--- config.mk ---
export PLATFORM = sky130hd
export DESIGN_NAME = sdhci_cmd_sched
export DESIGN_NICKNAME = d
export VERILOG_FILES = /design/src/rtl/sdhci_cmd_sched.sv
export SDC_FILE = /design/constraint.sdc
export NUM_CORES = 1
export LEC_CHECK = 0
export CAP_MARGIN = 25
export CORE_MARGIN = 8
export CORE_UTILIZATION = 42
export CTS_BUF_LIST = sky130_fd_sc_hd__clkbuf_16
export DETAILED_ROUTE_END_ITERATION = 10
export GPL_TIMING_DRIVEN = 0
export MAX_ROUTING_LAYER = met4
export PLACE_DENSITY = 0.8
export SYNTH_ARGS = -nofsm -noshare
export SYNTH_HDL_FRONTEND = slang
export SYNTH_SLANG_ARGS = --single-unit
--- constraint.sdc ---
create_clock -name clk_i -period 1.6 [get_ports clk_i]
set_input_delay 0.48 -clock clk_i [delete_from_list [all_inputs] [get_ports clk_i]]
set_output_delay 0.48 -clock clk_i [all_outputs]
set_load 0.05 [all_outputs]
--- src/rtl/sdhci_cmd_sched.sv ---
// ============================================================================
// sdhci_cmd_sched : SDHCI command-line scheduler (driver / auto CMD12 / CMD23)
// Rev 1.0
// ============================================================================
`default_nettype none

module sdhci_cmd_sched #(
  parameter int N_GAP = 8
) (
  input  logic       clk_i,
  input  logic       rst_i,
  input  logic       clk_en_p_i,
  input  logic       soft_rst_i,
  input  logic       drv_req_i,
  input  logic       drv_busy_i,
  input  logic       cmd12_req_i,
  input  logic       cmd23_req_i,
  input  logic       cmd_err_i,
  input  logic       acmd_err_i,
  input  logic       engine_ack_i,
  input  logic       cmd_done_i,
  output logic       start_o,
  output logic [1:0] sel_o,
  output logic       inhibit_cmd_o,
  output logic       inhibit_dat_o,
  output logic       cmd12_not_exec_o,
  output logic       cmd_not_issued_o
);

  localparam int CW     = (N_GAP > 0) ? $clog2(N_GAP + 1) : 1;
  localparam int LAST_I = (N_GAP > 0) ? N_GAP - 1 : 0;
  localparam logic [CW-1:0] LAST = LAST_I[CW-1:0];

  typedef enum logic [1:0] {
    S_IDLE   = 2'd0,
    S_ISSUE  = 2'd1,
    S_ACTIVE = 2'd2,
    S_GAP    = 2'd3
  } state_t;

  state_t        state_q, state_d;
  logic [1:0]    sel_q, sel_d;
  logic [CW-1:0] cnt_q, cnt_d;
  logic          pend12_q, pend12_d;
  logic          pend23_q, pend23_d;
  logic          pendd_q, pendd_d;
  logic          inh_dat_q, inh_dat_d;
  logic          clr12, clr23, clrd;
  logic          drop12, dropd;
  logic          rst_any;

  assign rst_any = rst_i | soft_rst_i;

  always_comb begin
    state_d = state_q;
    sel_d   = sel_q;
    cnt_d   = cnt_q;
    clr12   = 1'b0;
    clr23   = 1'b0;
    clrd    = 1'b0;
    drop12  = 1'b0;
    dropd   = 1'b0;
    case (state_q)
      S_IDLE: begin
        // Only the highest-priority pending source is looked at per cycle.
        if (pend12_q) begin
          if (cmd_err_i) begin
            clr12  = 1'b1;
            drop12 = 1'b1;
          end else begin
            sel_d   = 2'd1;
            state_d = S_ISSUE;
          end
        end else if (pend23_q) begin
          sel_d   = 2'd2;
          state_d = S_ISSUE;
        end else if (pendd_q) begin
          if (acmd_err_i) begin
            clrd  = 1'b1;
            dropd = 1'b1;
          end else begin
            sel_d   = 2'd0;
            state_d = S_ISSUE;
          end
        end
      end
      S_ISSUE: begin
        if (engine_ack_i) begin
          case (sel_q)
            2'd1:    clr12 = 1'b1;
            2'd2:    clr23 = 1'b1;
            default: clrd  = 1'b1;
          endcase
          state_d = S_ACTIVE;
        end
      end
      S_ACTIVE: begin
        if (cmd_done_i) begin
          cnt_d   = '0;
          state_d = (N_GAP == 0) ? S_IDLE : S_GAP;
        end
      end
      S_GAP: begin
        if (clk_en_p_i) begin
          if (cnt_q == LAST) state_d = S_IDLE;
          else               cnt_d   = cnt_q + CW'(1);
        end
      end
      default: state_d = S_IDLE;
    endcase

    // A request landing on the same cycle as its clear keeps the bit set.
    pend12_d = (pend12_q & ~clr12) | cmd12_req_i;
    pend23_d = (pend23_q & ~clr23) | cmd23_req_i;
    pendd_d  = (pendd_q  & ~clrd)  | drv_req_i;

    inh_dat_d = inh_dat_q;
    if (drv_req_i && drv_busy_i)
      inh_dat_d = 1'b1;
    else if (state_q == S_IDLE && !pend12_q && !pend23_q && !pendd_q && !drv_req_i)
      inh_dat_d = 1'b0;
  end

  always_ff @(posedge clk_i) begin
    if (rst_any) begin
      state_q   <= S_IDLE;
      sel_q     <= 2'd0;
      cnt_q     <= '0;
      pend12_q  <= 1'b0;
      pend23_q  <= 1'b0;
      pendd_q   <= 1'b0;
      inh_dat_q <= 1'b0;
    end else begin
      state_q   <= state_d;
      sel_q     <= sel_d;
      cnt_q     <= cnt_d;
      pend12_q  <= pend12_d;
      pend23_q  <= pend23_d;
      pendd_q   <= pendd_d;
      inh_dat_q <= inh_dat_d;
    end
  end

  assign start_o          = (state_q == S_ISSUE);
  assign sel_o            = sel_q;
  assign inhibit_dat_o    = inh_dat_q;
  assign inhibit_cmd_o    = ~rst_any & ((state_q != S_IDLE) | pend12_q | pend23_q |
                                        pendd_q | drv_req_i);
  assign cmd12_not_exec_o = ~rst_any & drop12;
  assign cmd_not_issued_o = ~rst_any & dropd;

endmodule

`default_nettype wire

==> impl_metrics.toml <==
[critical_path]
critPathArrivalTime_ps = 1560
worstPathMaxFanout = 2
path_class = "flip-flop to output pin"
rr_startpoint = "state_q[0]$_SDFFE_PN0P_"
timing.rr.end = "state_q[1]$_SDFFE_PN0P_"
ff2ff_path_depth = 8
r2r_slack_ps = -170
worstSetupEndpointType = "output pin"
required_ps = 1120
critPathLaunchType = "flip-flop"

[logic_synthesis]
synth_top_cell_by_area = "dfxtp_1"
synth-seq-cells = 12
seq_area_frac_synth_pct = 31.8
synth_top_area_share_pct = 31.8
synthCells = 89
syn_area_um2 = 754
synthTopCellsByArea = "dfxtp_1 (32%), ha_1 (13%), a21oi_1 (5.3%)"
syn_nets = 109
syn-mean-instance-area_um2 = 8.48
yosysWarnings = 0
netlist-cell-type-count = 29

[placement]
placed_cell_area_um2 = 1030
dpl.hpwl_mm = 1.53
numPortBuffers = 18
post-place-ws_ps = -1240
place_congestion = 0.808

[final_layout]
syn_to_final_growth_pct = 79.1
design_area_um2 = 1350
drive_above_1_share_pct = 44.5
layout.nets = 149
n_antenna_cell = 0

[drt]
drcViolationCount = 0
wl_per_cell_um = 17.6
drtAntennaViolNets = 0
wl_mm = 2.69
dr_total_vias = 874
via_per_inst = 5.71
drtIter0Drc = 35
drt_pass1_iterations = 4

[clock_tree]
cts_tree = "built"
cts-root-buf = "clkbuf_16"
hold_buffers = 0
cts.sinks = 12
cts_buffers = 3
htree_num_levels = 1
clkTransAtPathRegs_ps = 50
cts_max_path_buffers = 2
insertion_delay_ps = 240

[worst_hold_path]
min_from = "inhibit_dat_o$_SDFFE_PN0P_"
hold-path-endpoint = "inhibit_dat_o$_SDFFE_PN0P_"
hold_class = "flip-flop to flip-flop"
holdPathStages = 2

[pwr]
switching_share_pct = 26.1
leakagePower_nw = 0.527
p_sw_w = 0.000267
power.density_nw_per_um2 = 757
vdd_drop_max_v = 0.000684
pwr-share-seq_pct = 31.2
pwr-share-comb_pct = 23.0
p_clk_share_pct = 45.8
p_int_w = 0.000756

[status]
violations = "setup timing"
status = "complete, but fails checks"

[timing]
finClkSkew_ps = 2.44
fmax_mhz = 489
layout_setup_ws_ps = -445
rsz0062_at_grt = "true"
setup-violations-final = 6
slew_headroom_pct = 67.5
fin_crit_sh_pct = 128
setup_tns_ps = -1180
drv_slew = 0
worst_pin_slew_ps = 490
holdWs_ps = 486
hold_viol = 0
fin_crit_ps = 2040

[global_routing]
grt_pass1_wl_mm = 4.10
grt_max_degree = 9
overflow = 0
antenna_found_initial = 0
met3_usage_pct = 3.91
met2_usage_pct = 27.6
grt_use_total_pct = 16.0
met1_usage_pct = 16.4
busiest_layer = "met2"
first_global_vias = 891

[floorplan]
dieHeight_um = 58.4
die_x_um = 58.4
core_area_um2 = 1710
die_area_um2 = 3410
row_count = 15
ioPinCount = 19
start_util_pct = 44.2

[run]
drv_cap = 0
[per-stage QoR]
| stage | utilization (%) | cells | power, W |
|---|---|---|---|
| floorplan | - | 89 | 0.000427 |
| global placement | 60.1 | 132 | 0.000483 |
| detailed placement | 60.1 | 132 | 0.000488 |
| CTS | 75.5 | 149 | 0.00100 |
| global route | 79.1 | 153 | 0.00106 |
| finish | 79.1 | 153 | 0.00102 |
[cells by family (layout without fill, tap and decap cells)]
logic type | count (synthesis) | in the layout | synth area share (%)
AOI/OAI and AO/OA | 29 | 29 | 29.4
and+or+nand+nor | 32 | 32 | 21.6
DFF | 12 | 12 | 31.8
adders and majority gates | 8 | 8 | 13.3
buffers and inverters | 8 | 47 | 3.98
[power by group through the flow]
stage,logic (W),registers [W],clock network [W]
floorplan,0.0000975,0.000329,0
finish,0.000235,0.000319,0.000469
detailed placement,0.000164,0.000324,0
global placement,0.000160,0.000323,0
CTS,0.000213,0.000317,0.000470
global route,0.000251,0.000319,0.000490
[registers in the layout, indices dropped and copies added, names as in the netlist]
signal	count
inhibit_dat_o	1
pendd_q	1
pend12_q	1
cnt_q	4
state_q	2
pend23_q	1
sel_o	2
[worst max path at each step]
stage	startpoint	cells after the start	to	slack, ps
after global placement	soft_rst_i	5	cmd_not_issued_o	-1230
after CTS	state_q[1]$_SDFFE_PN0P_	6	inhibit_cmd_o	-410
after detailed placement	soft_rst_i	5	cmd_not_issued_o	-1240
after global routing	state_q[0]$_SDFFE_PN0P_	6	inhibit_cmd_o	-500
final	state_q[0]$_SDFFE_PN0P_	6	inhibit_cmd_o	-440
after floorplan	soft_rst_i	3	cmd_not_issued_o	-250
[cell usage after synthesis]
cell and count:
ha_1 8, a311oi_1 3, o21ai_0 4, nor2_1 10
o221a_2 1, nor2b_1 1, clkbuf_1 1, o2bb2ai_1 1
and2_2 1, nor3_1 2, nand2_1 5, nor3b_1 1
a41o_1 1, nand2b_1 3, dfxtp_1 12, a21oi_1 8
nand3_1 5, a31oi_1 2, o2111a_1 2, o22a_4 1
or2_2 1, o31ai_1 2, nand3b_1 1, or3b_1 1
a211oi_2 1, and3b_1 1, a41oi_1 2, a21o_1 1
inv_1 7
[metal layers]
metal  share of wire, %  wire, um
met1                 38      1020
met2                 54      1450
met3                5.4       145
met4                2.9        77
met5                  0         0
[worst max-delay path: stages (launching register included)]
cell and delay [ps]:
dfxtp_2 330, inv_2 80, ha_4 150, or3b_4 400, nor3_4 170, nor2_4 50
buf_8 140
[layout make-up]
class                   instances  area, um^2
multi-input cells              69         632
clock buffers                   3        75.1
repair buffers                 36         335
inverters                       7        28.8
fillers                       102         357
clock inverters                 1        3.75
flip-flops and latches         12         245
well taps                      25        31.3
[cells in the final DEF (no fill, tap or decap), types with 2 or more instances in the layout]
cell type        netlist  final
nor2_1                10      7
o21ai_0                4      4
nor2_4                 0      2
a311oi_1               3      2
dfxtp_1               12     10
nand3_4                0      2
ha_4                   0      3
nand3_1                5      3
clkdlybuf4s50_1        0      6
buf_4                  0     15
dlygate4sd2_1          0      2
nand2b_1               3      2
a21oi_1                8      7
buf_6                  0      4
nand2_1                5      4
ha_1                   8      4
buf_2                  0      2
buf_8                  0      3
a31oi_1                2      2
a41oi_1                2      2
nor3_4                 0      2
clkbuf_16              0      3
clkdlybuf4s15_2        0      2
inv_1                  7      5
[repair_timing]
item	in CTS	in global routing
pin swaps	9	6
endpoints found under the setup margin	11	10
hold endpoints to repair	0	0
resized for setup	64	12
gates cloned	0	0
setup buffers	13	5
Power figures use the tool's default switching activity.
